$ cat src/rtl/extend_unit.sv
// extend_unit: registered immediate/load-data extension stage with a one-deep valid/ready slot.
// Optional misalignment flag enabled by defining EXTEND_ALIGN_CHECK_EN.
module extend_unit #(
  parameter int DWIDTH   = 32,
  parameter int IMMWIDTH = 16,
  localparam int OFFW    = $clog2(DWIDTH/8)
) (
  input  logic                clk,
  input  logic                rst_n,
  input  logic                in_valid,
  output logic                in_ready,
  input  logic [2:0]          in_mode,
  input  logic [IMMWIDTH-1:0] in_imm,
  input  logic [DWIDTH-1:0]   in_word,
  input  logic [OFFW-1:0]     in_offset,
  output logic                out_valid,
  input  logic                out_ready,
  output logic [DWIDTH-1:0]   out_data,
  output logic                out_misalign
);
  localparam logic [2:0] SEXT = 3'd0, ZEXT = 3'd1, LUI = 3'd2, LB = 3'd3,
                         LBU = 3'd4, LH = 3'd5, LHU = 3'd6, LW = 3'd7;
  logic [DWIDTH-1:0] sext, zext, lui, res;
  logic [OFFW-1:0]   half_off;
  logic [7:0]        lane_b;
  logic [15:0]       lane_h;
  logic              mis;
  assign sext     = DWIDTH'($signed(in_imm));
  assign zext     = DWIDTH'(in_imm);
  assign lui      = zext << (DWIDTH - IMMWIDTH);
  // halfword lane = byte offset with bit 0 cleared, so the same byte shift serves both
  assign half_off = in_offset & ~OFFW'(1);
  assign lane_b   = 8'(in_word >> {in_offset, 3'b000});
  assign lane_h   = 16'(in_word >> {half_off, 3'b000});
  always_comb
    res = in_mode == SEXT ? sext :
          in_mode == ZEXT ? zext :
          in_mode == LUI  ? lui :
          in_mode == LB   ? DWIDTH'($signed(lane_b)) :
          in_mode == LBU  ? DWIDTH'(lane_b) :
          in_mode == LH   ? DWIDTH'($signed(lane_h)) :
          in_mode == LHU  ? DWIDTH'(lane_h) : in_word;
`ifdef EXTEND_ALIGN_CHECK_EN
  assign mis = ((in_mode == LH || in_mode == LHU) && in_offset[0]) ||
               (in_mode == LW && in_offset != '0);
`else
  assign mis = 1'b0;
`endif
  assign in_ready = !out_valid || out_ready;
  always_ff @(posedge clk or negedge rst_n)
    if (!rst_n) begin
      out_valid    <= 1'b0;
      out_data     <= '0;
      out_misalign <= 1'b0;
    end else if (in_valid && in_ready) begin
      out_valid    <= 1'b1;
      out_data     <= res;
      out_misalign <= mis;
    end else if (out_ready) begin
      out_valid    <= 1'b0;
    end
endmodule

$ cat config.mk
export PLATFORM = sky130hd
export DESIGN_NAME = extend_unit
export DESIGN_NICKNAME = d
export VERILOG_FILES = /design/src/rtl/extend_unit.sv
export SDC_FILE = /design/constraint.sdc
export NUM_CORES = 1
export LEC_CHECK = 0
export CAP_MARGIN = 0
export CELL_PAD_IN_SITES_DETAIL_PLACEMENT = 1
export CELL_PAD_IN_SITES_GLOBAL_PLACEMENT = 2
export CORE_MARGIN = 4
export CORE_UTILIZATION = 28
export CTS_CLUSTER_SIZE = 30
export DETAILED_ROUTE_END_ITERATION = 10
export GPL_ROUTABILITY_DRIVEN = 1
export PLACE_DENSITY_LB_ADDON = 0.1
export REMOVE_ABC_BUFFERS = 1
export SETUP_SLACK_MARGIN = 0.15
export SLEW_MARGIN = 20
export SYNTH_ARGS = -nofsm -noshare
export SYNTH_HDL_FRONTEND = slang
export SYNTH_SLANG_ARGS = --single-unit
export TNS_END_PERCENT = 100
$ cat constraint.sdc
create_clock -name clk -period 3 [get_ports clk]
set_input_delay 0.3 -clock clk [delete_from_list [all_inputs] [get_ports clk]]
set_output_delay 0.3 -clock clk [all_outputs]
set_load 0.01 [all_outputs]
# Word level (Yosys, flattened, before mapping)
# Index checks and enable logic that the tools add are counted.
[op_classes]
n_shift = 2
eq_ne = 6
reduce_logical = 5
mux = 9
[ops]
columns = ["cell", "n"]
rows = [
  ["two-way mux 32 bit", 7],
  ["right shift 32 x 5 -> 16 bit", 1],
  ["right shift 32 x 5 -> 8 bit", 1],
  ["equality test 3 bit (second input constant)", 3],
  ["equality test 3 x 2 -> 1 bit (second input constant)", 2],
  ["equality test 3 x 1 -> 1 bit (second input constant)", 1],
  ["zero test 3 bit", 1],
  ["two-way mux 1 bit", 2],
  ["nonzero test 2 bit", 1],
  ["logical AND 1 bit", 1],
  ["zero test 1 bit", 1],
  ["logical OR 1 bit", 1],
]
[word_totals]
out_inout_bits = 35
elab_cells = 24
input_bits = 57
ff_bits = 33

# Depth between registers and ports, before layout
[depth]
ltp_word = 8
mapped_depth = 7
depth_no_buf = 4

# Worst setup path before layout
# Ideal clock, no wire load.
[synth_timing]
kind = "input to register"
startpoint = "in in_offset[0]"
endpoint = "reg out_data[21]"
slack_ns = 1.267
setup_ns = 0.132
arrival_time_ns = 1.601
cell_stages = 6
required_time_ns = 2.868
path_buffers = 2
cell_sequence = "clkbuf_2 > mux4_2 > a211o_1 > a21oi_4 > buf_6 > a221oi_2"
[synth_via]
elab_chain_cells = 5
[synth_lines]
columns = ["element", "line_no", "rtl"]
rows = [
  ["start, declared", "15", "input logic [OFFW-1:0] in_offset,"],
  ["right shift 32 x 5 -> 8 bit", "33", "assign lane_b = 8'(in_word >> {in_offset, 3'b000});"],
  ["two-way mux 32 bit", "39", "in_mode == LB ? DWIDTH'($signed(lane_b)) :"],
  ["two-way mux 32 bit", "38", "in_mode == LUI ? lui :"],
  ["two-way mux 32 bit", "37", "in_mode == ZEXT ? zext :"],
  ["two-way mux 32 bit", "36", "res = in_mode == SEXT ? sext :"],
  ["end signal, assigned", "57", "out_data <= res;"],
  ["end, declared", "18", "output logic [DWIDTH-1:0] out_data,"],
]
# Every way passes these cells.
# A chain may end at the register's enable or synchronous reset.

# Worst setup path after layout
[layout_timing]
startpoint = "in in_offset[1]"
endpoint = "reg out_data[16]"
[layout_via]
elab_chain_cells = 7
elab_cells_between_ends = 8
cone_classes = "shift: 2; mux: 6"
[layout_lines]
columns = ["element", "line_no", "rtl"]
rows = [
  ["right shift 32 x 5 -> 16 bit", "34", "assign lane_h = 16'(in_word >> {half_off, 3'b000});"],
  ["two-way mux 32 bit", "41", "in_mode == LH ? DWIDTH'($signed(lane_h)) :"],
  ["two-way mux 32 bit", "40", "in_mode == LBU ? DWIDTH'(lane_b) :"],
  ["two-way mux 32 bit *", "39", ""],
  ["two-way mux 32 bit *", "38", ""],
  ["two-way mux 32 bit *", "37", ""],
  ["two-way mux 32 bit *", "36", ""],
]
# Mark *: on every way between the ends. The rest lies on a longest branch, timed or not.

==> run_results.csv <==
group,metric,value,unit
clock_tree,clkTransAtPathRegs,0.08,ns
power_and_ir_drop,power_frac_clock,0.241,
critical_path,crit_family,"compound AO/OA/AOI/OAI gates",
logic_synthesis,synth_cell_types,38,
sta,tns,0,ns
power_and_ir_drop,ir_drop,0.000206,V
place,dpl.hpwl,7.93,mm
clock_tree,cts_tree,"done",
cells_and_area,drive_above_1_share,0.128,
logic_synthesis,yosys_most_used_dff,"dfrtp_1",
cells_and_area,antenna-diode-count,0,
critical_path,path_cells,"clkdlybuf4s50_1, mux4_2, a211o_1, a21oi_4, buf_12, a221oi_1",
sta,fmax,0.448,GHz
global_routing,grt_max_degree,34,
place,place.port_buffers,90,
sta,period_share,0.744,
clock_tree,cts_resized,0,
worst_hold_path,hold_class,"input pin to async pin",
sta,grt_setup_unrepaired,"no",
global_routing,grt_pass1_wl,16.9,mm
route,dr.pass1.iters,4,
critical_path,end_kind,"flop",
critical_path,worstPathBufferInverterCount,2,
logic_synthesis,netlist.area_leader.share,0.313,
critical_path,r2r_start,"out_valid$_DFFE_PN0P_",
floorplan,rows,35,
critical_path,startpoint_type,"input pin",
floorplan,die_h,105,um
route,drc,0,
clock_tree,cts_buffers,5,
sta,finalHoldViolCount,0,
route,drtAntennaViolNets,0,
critical_path,criticalPathCategory,"input pin to flop",
critical_path,cp.arrival,2.39,ns
logic_synthesis,ys_seq_elements,33,
route,drt_iter0_markers,135,
floorplan,ios,92,
logic_synthesis,ys_seq_area_frac,0.313,
sta,tightest_slew,0.719,ns
critical_path,critPathRequiredTime,3.16,ns
route,drt_wl_total,10.6,mm
global_routing,grt_overflow,0,
global_routing,grt_pass1_vias,3040,
floorplan,die_w,105,um
logic_synthesis,synthesis.area,2640,um2
floorplan,die-area,11000,um2
critical_path,crit_slowest_cell,"mux4_2",
clock_tree,htreeDepth,2,
power_and_ir_drop,combPwrFrac,0.411,
cells_and_area,nets,455,
power_and_ir_drop,power_density,427,nW/um2
cells_and_area,area_growth,45.1,%
sta,layout_setup_ws,0.767,ns
sta,drv_slew,0,
logic_synthesis,synth_edf_count,0,
critical_path,ff2ff_path_depth,5,
logic_synthesis,netlist_top_cells_count,"nor2_1, dfrtp_1, o21ai_0, a21oi_1, nand2b_1",
logic_synthesis,synthTopCellsByArea,"dfrtp_1, nor2_1, mux4_2",
flow_run,max-cap-violations,0,
logic_synthesis,yosysTopAreaCell,"dfrtp_1",
place,gp_congestion,0.818,
global_routing,gr-usage-all-layers,0.191,
clock_tree,clk_latency,0.29,ns
sta,fin_crit,2.23,ns
route,vias_per_cell,5.59,
power_and_ir_drop,power_frac_seq,0.348,
status,outcome,"finished, final reports clean",
logic_synthesis,ys_warn_count,0,
floorplan,initial_core_util,0.287,
critical_path,reg2reg_slack,1.16,ns
sta,slew-limit-headroom,0.519,
critical_path,cpPeakStageDelay,0.56,ns
cells_and_area,fin_cells,510,
clock_tree,clk_path_buf_depth,2,
logic_synthesis,yosysMostFrequentCell,"nor2_1",
logic_synthesis,syn_inst,310,
route,vias,2852,
critical_path,cp_max_fo,10,
floorplan,coreArea,9200,um2
clock_tree,cts_hold_buf,0,
clock_tree,post_cts_buffers,0,
power_and_ir_drop,intPower,1.09,mW
power_and_ir_drop,swShare,0.335,
logic_synthesis,avgSynthCellArea,8.52,um2
place,post-place-cells,502,
logic_synthesis,async_flop_share,1.00,
route,wl_per_cell,20.8,um
cells_and_area,fillCellCount,1097,
power_and_ir_drop,leakage,1.44,nW
sta,finalSetupViolCount,0,
global_routing,antenna_found_initial,0,
critical_path,timing.rr.end,"out_data[10]$_DFFE_PN0P_",
power_and_ir_drop,finalPower,1.63,mW
clock_tree,clock_sinks,33,
place,place_ws,0.436,ns
power_and_ir_drop,p_sw,0.548,mW
sta,final.setup_skew,0.00723,ns
clock_tree,cts_root_buffer,"clkbuf_8",
## final cells by class
| cell class | instances | area [um2] | share of cell area |
|---|---|---|---|
| timing repair buffer | 112 | 1090 | 0.285 |
| clock inverter | 1 | 5.00 | 0.00131 |
| multi-input combinational | 244 | 1670 | 0.435 |
| clock buffer | 7 | 96.3 | 0.0251 |
| sequential | 33 | 826 | 0.216 |
| tap | 111 | 139 | 0.0363 |
| inverter | 2 | 7.51 | 0.00196 |
## power groups by stage
stage | Sequential [mW] | Combinational (mW) | Clock [mW]
final | 0.569 | 0.671 | 0.394
after global routing | 0.584 | 0.728 | 0.427
after CTS | 0.571 | 0.679 | 0.405
after detailed placement | 0.579 | 0.674 | 0
after global placement | 0.578 | 0.671 | 0
after floorplan | 0.612 | 0.239 | 0
## cells in the final DEF (no fill, tap or decap), types with 2 or more instances in the layout
cell type         n
o21ai_0          23
a221oi_2          9
inv_1             2
clkdlybuf4s50_1  90
o2bb2ai_1        16
a21oi_1          18
nand2_1          11
o21bai_1          8
and3_1            9
buf_4            20
nand3_1          17
clkbuf_8          7
o211ai_1          8
a211oi_1          9
nor2b_1           2
buf_12            2
nand2b_1         18
a2111oi_0         8
and2_1            2
dfrtp_1          33
mux4_2            8
nor2_1           51
a221oi_1         14
## worst max path at each step
stage / cells after the start / end / start / slack (ns)
3_3_place_gp: 6 / out_data[19]$_DFFE_PN0P_ / in_offset[1] / 0.46
4_1_cts: 6 / out_data[30]$_DFFE_PN0P_ / in_offset[1] / 0.74
6_report: 6 / out_data[16]$_DFFE_PN0P_ / in_offset[1] / 0.77
2_1_floorplan: 4 / out_data[30]$_DFFE_PN0P_ / out_valid$_DFFE_PN0P_ / 0.59
5_1_grt: 6 / out_data[19]$_DFFE_PN0P_ / in_offset[1] / 0.68
3_5_place_dp: 6 / out_data[16]$_DFFE_PN0P_ / in_offset[1] / 0.44
## state kept, by name, summed over array words and instances, names as in the netlist
name / count
out_valid: 1
out_data: 32
## logic make-up after synthesis
family / synth area share
compound gates: 0.343
simple gates: 0.204
flops: 0.313
buf+inv: 0.0559
mux: 0.0725
xor+xnor: 0.00664
fa+ha+maj: 0.00379
other cells: 0.00142
## metrics by stage
stage,utilization,hold slack [ns],instance area [um2]
after floorplan,-,0.00441,2500
after global placement,0.406,0.502,3730
after detailed placement,0.406,0.510,3730
after CTS,0.417,0.465,3830
after global routing,0.417,0.486,3830
final,0.417,0.441,3830
## worst register-to-register path: stages (launching register included)
cell and delay (ns):
dfrtp_1 0.38, nand2b_1 0.16, nand2_1 0.34, buf_4 0.31
a2111oi_0 0.41, a211oi_1 0.11
## layer usage
metal / part of all wire / wire length (um) / GRT usage
met2: 0.51 / 5370 / 0.335
met1: 0.45 / 4820 / 0.252
met3: 0.037 / 398 / 0.0259
met5: 0 / 0 / 0
met4: 0.0030 / 32 / 0.0337
Note: power is estimated with default switching activity, not from simulation.
